`src/rtl/rx_packet_fifo.sv`:
```
// Packet-committing RX byte FIFO: 1-cycle registered read, no backpressure (full drops bytes and discards the packet).
// Optional RX_PKT_FIFO_STATS_EN adds saturating good_cnt/bad_cnt packet counters.
module rx_packet_fifo #(
  parameter int DEPTH  = 64,
  parameter int ADDR_W = $clog2(DEPTH)
) (
  input  logic              clk,
  input  logic              n_rst,
  input  logic              rcving,
  input  logic              w_enable,
  input  logic              r_error,
  input  logic [7:0]        rcv_data,
  input  logic              flush,
  input  logic              r_enable,
  output logic [7:0]        rx_data,
  output logic [ADDR_W:0]   occupancy,
  output logic              empty,
  output logic              pkt_done,
  output logic              pkt_err
`ifdef RX_PKT_FIFO_STATS_EN
  ,
  output logic [7:0]        good_cnt,
  output logic [7:0]        bad_cnt
`endif
);

  localparam int PW = ADDR_W + 1;

  typedef enum logic [1:0] {IDLE, ACTIVE, COMMIT, DISCARD} state_t;

  state_t          state, state_nxt;
  logic [PW-1:0]   wr_ptr, cmt_ptr, rd_ptr;
  logic            ovf;
  logic [7:0]      mem [DEPTH];
  logic            full, wr_ok, wr_drop, rd_ok;

  assign full      = (wr_ptr - rd_ptr) == PW'(DEPTH);
  assign wr_ok     = (state == ACTIVE) && w_enable && !full && !flush;
  assign wr_drop   = (state == ACTIVE) && w_enable && full;
  assign occupancy = cmt_ptr - rd_ptr;
  assign empty     = (cmt_ptr == rd_ptr);
  assign rd_ok     = r_enable && !empty && !flush;
  assign pkt_done  = (state == COMMIT);
  assign pkt_err   = (state == DISCARD);

  // A byte dropped in the final cycle of a packet still condemns that packet.
  always_comb begin
    state_nxt = state;
    case (state)
      IDLE:    if (rcving) state_nxt = ACTIVE;
      ACTIVE:  if (!rcving) state_nxt = (r_error || ovf || wr_drop) ? DISCARD : COMMIT;
      COMMIT:  state_nxt = IDLE;
      DISCARD: state_nxt = IDLE;
      default: state_nxt = IDLE;
    endcase
  end

  always_ff @(posedge clk or negedge n_rst) begin
    if (!n_rst) begin
      state   <= IDLE;
      wr_ptr  <= '0;
      cmt_ptr <= '0;
      rd_ptr  <= '0;
      ovf     <= 1'b0;
    end else if (flush) begin
      state   <= IDLE;
      wr_ptr  <= '0;
      cmt_ptr <= '0;
      rd_ptr  <= '0;
      ovf     <= 1'b0;
    end else begin
      state <= state_nxt;
      if (state == IDLE && rcving) ovf <= 1'b0;
      if (wr_drop)                 ovf <= 1'b1;
      if (wr_ok)                   wr_ptr <= wr_ptr + 1'b1;
      if (state == COMMIT)         cmt_ptr <= wr_ptr;
      if (state == DISCARD)        wr_ptr <= cmt_ptr;
      if (rd_ok)                   rd_ptr <= rd_ptr + 1'b1;
    end
  end

  always_ff @(posedge clk) begin
    if (wr_ok) mem[wr_ptr[ADDR_W-1:0]] <= rcv_data;
  end

  always_ff @(posedge clk or negedge n_rst) begin
    if (!n_rst)     rx_data <= 8'h00;
    else if (rd_ok) rx_data <= mem[rd_ptr[ADDR_W-1:0]];
  end

`ifdef RX_PKT_FIFO_STATS_EN
  always_ff @(posedge clk or negedge n_rst) begin
    if (!n_rst) begin
      good_cnt <= 8'h00;
      bad_cnt  <= 8'h00;
    end else if (flush) begin
      good_cnt <= 8'h00;
      bad_cnt  <= 8'h00;
    end else begin
      if (state == COMMIT && good_cnt != 8'hFF)  good_cnt <= good_cnt + 8'h01;
      if (state == DISCARD && bad_cnt != 8'hFF)  bad_cnt  <= bad_cnt + 8'h01;
    end
  end
`endif

endmodule
```
`config.mk`:
```
export PLATFORM = sky130hd
export DESIGN_NAME = rx_packet_fifo
export DESIGN_NICKNAME = d
export VERILOG_FILES = /design/src/rtl/rx_packet_fifo.sv
export SDC_FILE = /design/constraint.sdc
export NUM_CORES = 1
export LEC_CHECK = 0
export ABC_AREA = 0
export CAP_MARGIN = 10
export CORE_MARGIN = 4
export CORE_UTILIZATION = 45
export CTS_CLUSTER_DIAMETER = 40
export CTS_CLUSTER_SIZE = 25
export DETAILED_ROUTE_END_ITERATION = 7
export SLEW_MARGIN = 20
export SYNTH_ARGS = -nofsm -noshare
export SYNTH_HDL_FRONTEND = slang
export SYNTH_SLANG_ARGS = --single-unit
```
`constraint.sdc`:
```
create_clock -name clk -period 11.15 [get_ports clk]
set_clock_uncertainty 0.2 [all_clocks]
set_input_delay 1.6725 -clock clk [delete_from_list [all_inputs] [get_ports clk]]
set_output_delay 1.6725 -clock clk [all_outputs]
set_load 0.03 [all_outputs]
```
After elaboration in Yosys (flattened, before gate mapping)
Memory sizes are Yosys's and may differ from the RTL's. A register that Yosys moved wholly into a read port is not among the register bits.
Cells that the tools add are included.
Cells by class
  reductions and logical operators: 20
  equal/unequal tests: 7
  $add $sub $neg: 4
  muxes and demuxes: 17
Operator list (count)
  $mux W7: 7
  $add A7 B1 Y7 const B: 2
  $sub A7 B7 Y7: 2
  $eq A7 B7 Y1: 1
  $eq A7 B7 Y1 const B: 1
  $logic_and A1 B1 Y1: 7
  $mux W1: 6
  $mux W2: 3
  $ne A3 B3 Y1 const B: 2
  $pmux W2 S3: 1
  $reduce_bool A3 Y1: 2
  $eq A2 B2 Y1 const B: 2
  $logic_not A1 Y1: 4
  $reduce_bool A2 Y1: 2
  $eq A2 B1 Y1 const B: 1
  $logic_not A2 Y1: 1
  $logic_or A1 B1 Y1: 2
  $reduce_and A2 Y1: 1
  $reduce_or A2 Y1: 1
Word-level totals
  register bits after elaboration: 24
  logic and storage cells: 54
  output and inout bits: 18
  bits in writable memories: 512
  bits of input ports: 15
  memories: 1
Memories
  mem: depth 64, width 8, rd ports 1, clocked after Yosys merged registers in 1, wr ports 1, RTL line 34  | logic [7:0] mem [DEPTH];

Longest topological paths before layout
  depth after elaboration: 8
  gate-level depth with buffers: 14
  gate-level depth less buffers: 9

Worst setup path before layout
OpenSTA, ideal clock, no wires.
  path type: register -> output
  start: register rd_ptr[2]
  end: output occupancy[6]
  arrival: 2994 ps
  cell stages (with the launch flop): 13
  slack: 6283 ps
  buffers on the path: 4
  required time: 9278 ps
  cells stage by stage: dfrtp_1 -> buf_2 -> buf_1 -> inv_1 -> buf_2 -> buf_1 -> ha_1 -> nor2b_1 -> o21ai_0 -> nand2b_1 -> a21o_1 -> a21oi_1 -> xor2_1
Between the ends
  cells in the longest elaborated chain, start to end: 1
RTL lines
  start: declaration: RTL line 32  | logic [PW-1:0] wr_ptr, cmt_ptr, rd_ptr;
  start signal: assignment: RTL line 78  | if (rd_ok) rd_ptr <= rd_ptr + 1'b1;
  $sub A7 B7 Y7: RTL line 40  | assign occupancy = cmt_ptr - rd_ptr;
  end: declaration: RTL line 16  | output logic [ADDR_W:0] occupancy,
No other way between the ends.

Worst setup path after layout
  start: register rd_ptr[3]
  end: output occupancy[6]
The elaborated chain is that of the path after synthesis.

==> results_dict.tcl <==
set metrics [dict create \
    hpwl_um 29900 \
    r2r-end "mem[50][3]" \
    power_mw 4.82 \
    cts_tree "built" \
    wl_met3_um 3400 \
    drive_gt1_frac 0.221 \
    rsz0062_at_grt "no" \
    finalSetupTns_ns 0 \
    num-nets-final 1260 \
    wl_met1_um 22300 \
    first_global_vias 11600 \
    rr_worst_depth 9 \
    gp_congestion 0.825 \
    fp.dieW_um 229 \
    seqCellArea_um2 16200 \
    hold_viol_final 0 \
    pin_count 33 \
    cts_setup_buffers 0 \
    ctsHtreeMaxLevel 3 \
    final-setup-viol-count 0 \
    crit_fanout 22 \
    synth_cell_type_count 59 \
    reg2reg_from "rd_ptr[3]" \
    via_per_inst 5.87 \
    die_area_um2 52400 \
    cts_root_buf "clkbuf_16" \
    cts_resized 0 \
    worstPathArrival_ns 4.33 \
    grt_max_degree 65 \
    drv_cap 0 \
    fin_ws_ns 4.95 \
    post-route-period-util 0.556 \
    n_antenna_cell 0 \
    cts.sinks 544 \
    worstPathRequired_ns 9.28 \
    initial_core_util 0.458 \
    maxSlewHeadroom 0.352 \
    hold_buffers 0 \
    ant_nets 0 \
    antenna_found_initial 0 \
    yosysWarnings 0 \
    fin_crit_ns 6.20 \
    rrSetupSlack_ns 5.60 \
    clk_latency_ns 0.59 \
    min_to "rx_data[0]" \
    netlist_instances 1171 \
    worstSetupEndpointType "output pin" \
    row_count 80 \
    finalMaxSlewViolations 0 \
    drc 0 \
    clockBufferDepth 3 \
    dr_total_vias 11200 \
    setup.worst_path.class "reg -> out" \
    port-buffer-count 32 \
    track_usage 0.198 \
    synthesis.area_um2 21900 \
    dp_worst_setup_slack_ns 5.62 \
    async_flop_share 0.0588 \
    status "finished clean" \
    syn_nets 1201 \
    dr.pass1.iters 6 \
    avgSynthCellArea_um2 18.7 \
    start_kind "register" \
    tightestPinTransition_ns 0.972 \
    wl_per_cell_um 27.0 \
    multi_input_area_um2 5400 \
    cts_buffers 73 \
    ys.flop_type "edfxtp_1" \
    hp-start "rx_data[0]" \
    irDropWorstVdd_mv 0.109 \
    wirelength_um 51300 \
    syn2layout_area_growth_pct 15.5 \
    top_layer "met4" \
    ys_seq_elements 544 \
    synth_edf_count 512 \
    core_um2 47900 \
    fp.dieH_um 229 \
    postLayoutCoreUtil 0.528 \
    max_freq_ghz 0.161 \
    fillers 3734 \
    hold_class "reg -> reg" \
    static-leakage-power_nw 7.96 \
    clkTransAtPathRegs_ns 0.06 \
    overflow 0 \
    grt_pass1_wl_um 77100 \
    met2WireLength_um 23900 \
    powerDensity_nw_per_um2 190 \
    drt-initial-drc-count 1018 \
    min_path_cells 1 \
    synth_seq_area_share 0.737 \
]
==> stage by stage <==
| stage | area (µm²) | std cells | hold WS (ns) |
|---|---|---|---|
| floorplan | 21900 | 1171 | 0.275 |
| global placement | 22800 | 1770 | 0.295 |
| detailed placement | 22800 | 1770 | 0.306 |
| CTS | 25300 | 1902 | 0.319 |
| global route | 25300 | 1902 | 0.324 |
| finish | 25300 | 1902 | 0.316 |
==> kinds of logic after synthesis <==
family,after synthesis,share of synthesized area
flops,544,0.737
simple gates,221,0.0458
mux,169,0.146
compound gates,125,0.0384
buf+inv,81,0.0168
xor+xnor,16,0.00639
fa+ha+maj,15,0.00890
==> Yosys cell counts, types with 3 or more instances <==
master | count | area [µm²]
mux2i_1 | 41 | 410
o211ai_1 | 9 | 67.6
ha_1 | 14 | 175
inv_1 | 14 | 52.6
or3_1 | 4 | 25.0
buf_1 | 5 | 18.8
nor2_1 | 103 | 387
and3_1 | 5 | 31.3
nand3_1 | 17 | 85.1
a22oi_1 | 12 | 90.1
nor2b_1 | 13 | 81.3
buf_4 | 5 | 37.5
a21o_1 | 3 | 22.5
a211oi_1 | 11 | 82.6
buf_2 | 31 | 155
nand2_1 | 51 | 191
edfxtp_1 | 512 | 15400
clkinv_1 | 3 | 11.3
a31oi_1 | 13 | 81.3
nand4_1 | 3 | 18.8
xnor2_1 | 11 | 96.3
xor2_1 | 5 | 43.8
o32a_1 | 3 | 30.0
mux4_2 | 121 | 2730
nor3_1 | 3 | 15.0
mux2_2 | 7 | 78.8
nand2b_1 | 4 | 25.0
or4_1 | 7 | 52.6
o22ai_1 | 3 | 18.8
o31ai_1 | 3 | 22.5
dfrtp_1 | 32 | 801
nand3b_1 | 4 | 30.0
a21oi_1 | 31 | 155
clkbuf_1 | 22 | 82.6
o21ai_0 | 20 | 100
==> worst max path at each step <==
stage / start / end / slack (ns)
final: rd_ptr[3] / occupancy[6] / 4.95
after global routing: rd_ptr[3] / occupancy[6] / 4.74
after CTS: rd_ptr[3] / occupancy[6] / 4.97
after detailed placement: rd_ptr[3] / occupancy[6] / 5.62
after global placement: rd_ptr[3] / occupancy[6] / 5.62
after floorplan: rd_ptr[2] / occupancy[6] / 6.28
==> layer usage <==
| layer | track usage | vias to the layer above |
|---|---|---|
| met1 | 0.286 | 5833 |
| met3 | 0.0411 | 94 |
| li1 | - | 4861 |
| met5 | 0 | - |
| met4 | 0.0774 | 0 |
| met2 | 0.300 | 371 |
==> registers in the layout (all words and copies together), names as in the netlist <==
| register | flops |
|---|---|
| mem | 512 |
| rx_data | 8 |
| cmt_ptr | 7 |
| rd_ptr | 7 |
| wr_ptr | 7 |
| state | 2 |
| ovf | 1 |
==> where the power goes <==
group          total, mW  leakage, nW  internal, mW  switching, mW
Combinational      0.169         1.73        0.0608          0.108
Clock               2.38         1.22          1.47          0.910
Sequential          2.27         5.02          2.25         0.0205
==> critical path: stages (launching register included) <==
cell and delay (ns):
dfrtp_1 0.83, clkinv_1 0.87, ha_1 0.63, o21ai_0 0.10
nand2b_1 0.11, a21o_1 0.19, a21oi_1 0.17, xor2_1 0.15
clkdlybuf4s50_1 0.69
==> area by class of cell <==
cell class	count	area share
flip-flops and latches	544	0.639
multi-input cells	546	0.213
clock buffers	81	0.0754
well taps	615	0.0304
clock inverters	51	0.0239
repair buffers	48	0.0159
inverters	17	0.00252
==> layout by cell type (no fill, tap or decap), types with 4 or more instances in the layout <==
master,count
a211oi_1,11
a21oi_1,31
a22oi_1,12
a31oi_1,13
and3_1,5
buf_2,7
buf_4,17
bufinv_16,9
clkbuf_1,5
clkbuf_16,75
clkdlybuf4s50_1,24
clkinv_1,9
clkinv_2,5
clkinv_4,7
clkinvlp_4,6
dfrtp_1,29
edfxtp_1,512
ha_1,14
inv_1,14
inv_6,11
inv_8,6
mux2_2,7
mux2i_1,41
mux4_2,121
nand2_1,51
nand2b_1,4
nand3_1,17
nand3b_1,4
nor2_1,103
nor2b_1,13
o211ai_1,9
o21ai_0,20
or3_1,4
or4_1,7
xnor2_1,11
xor2_1,5
(Power assumes the default switching activity.)
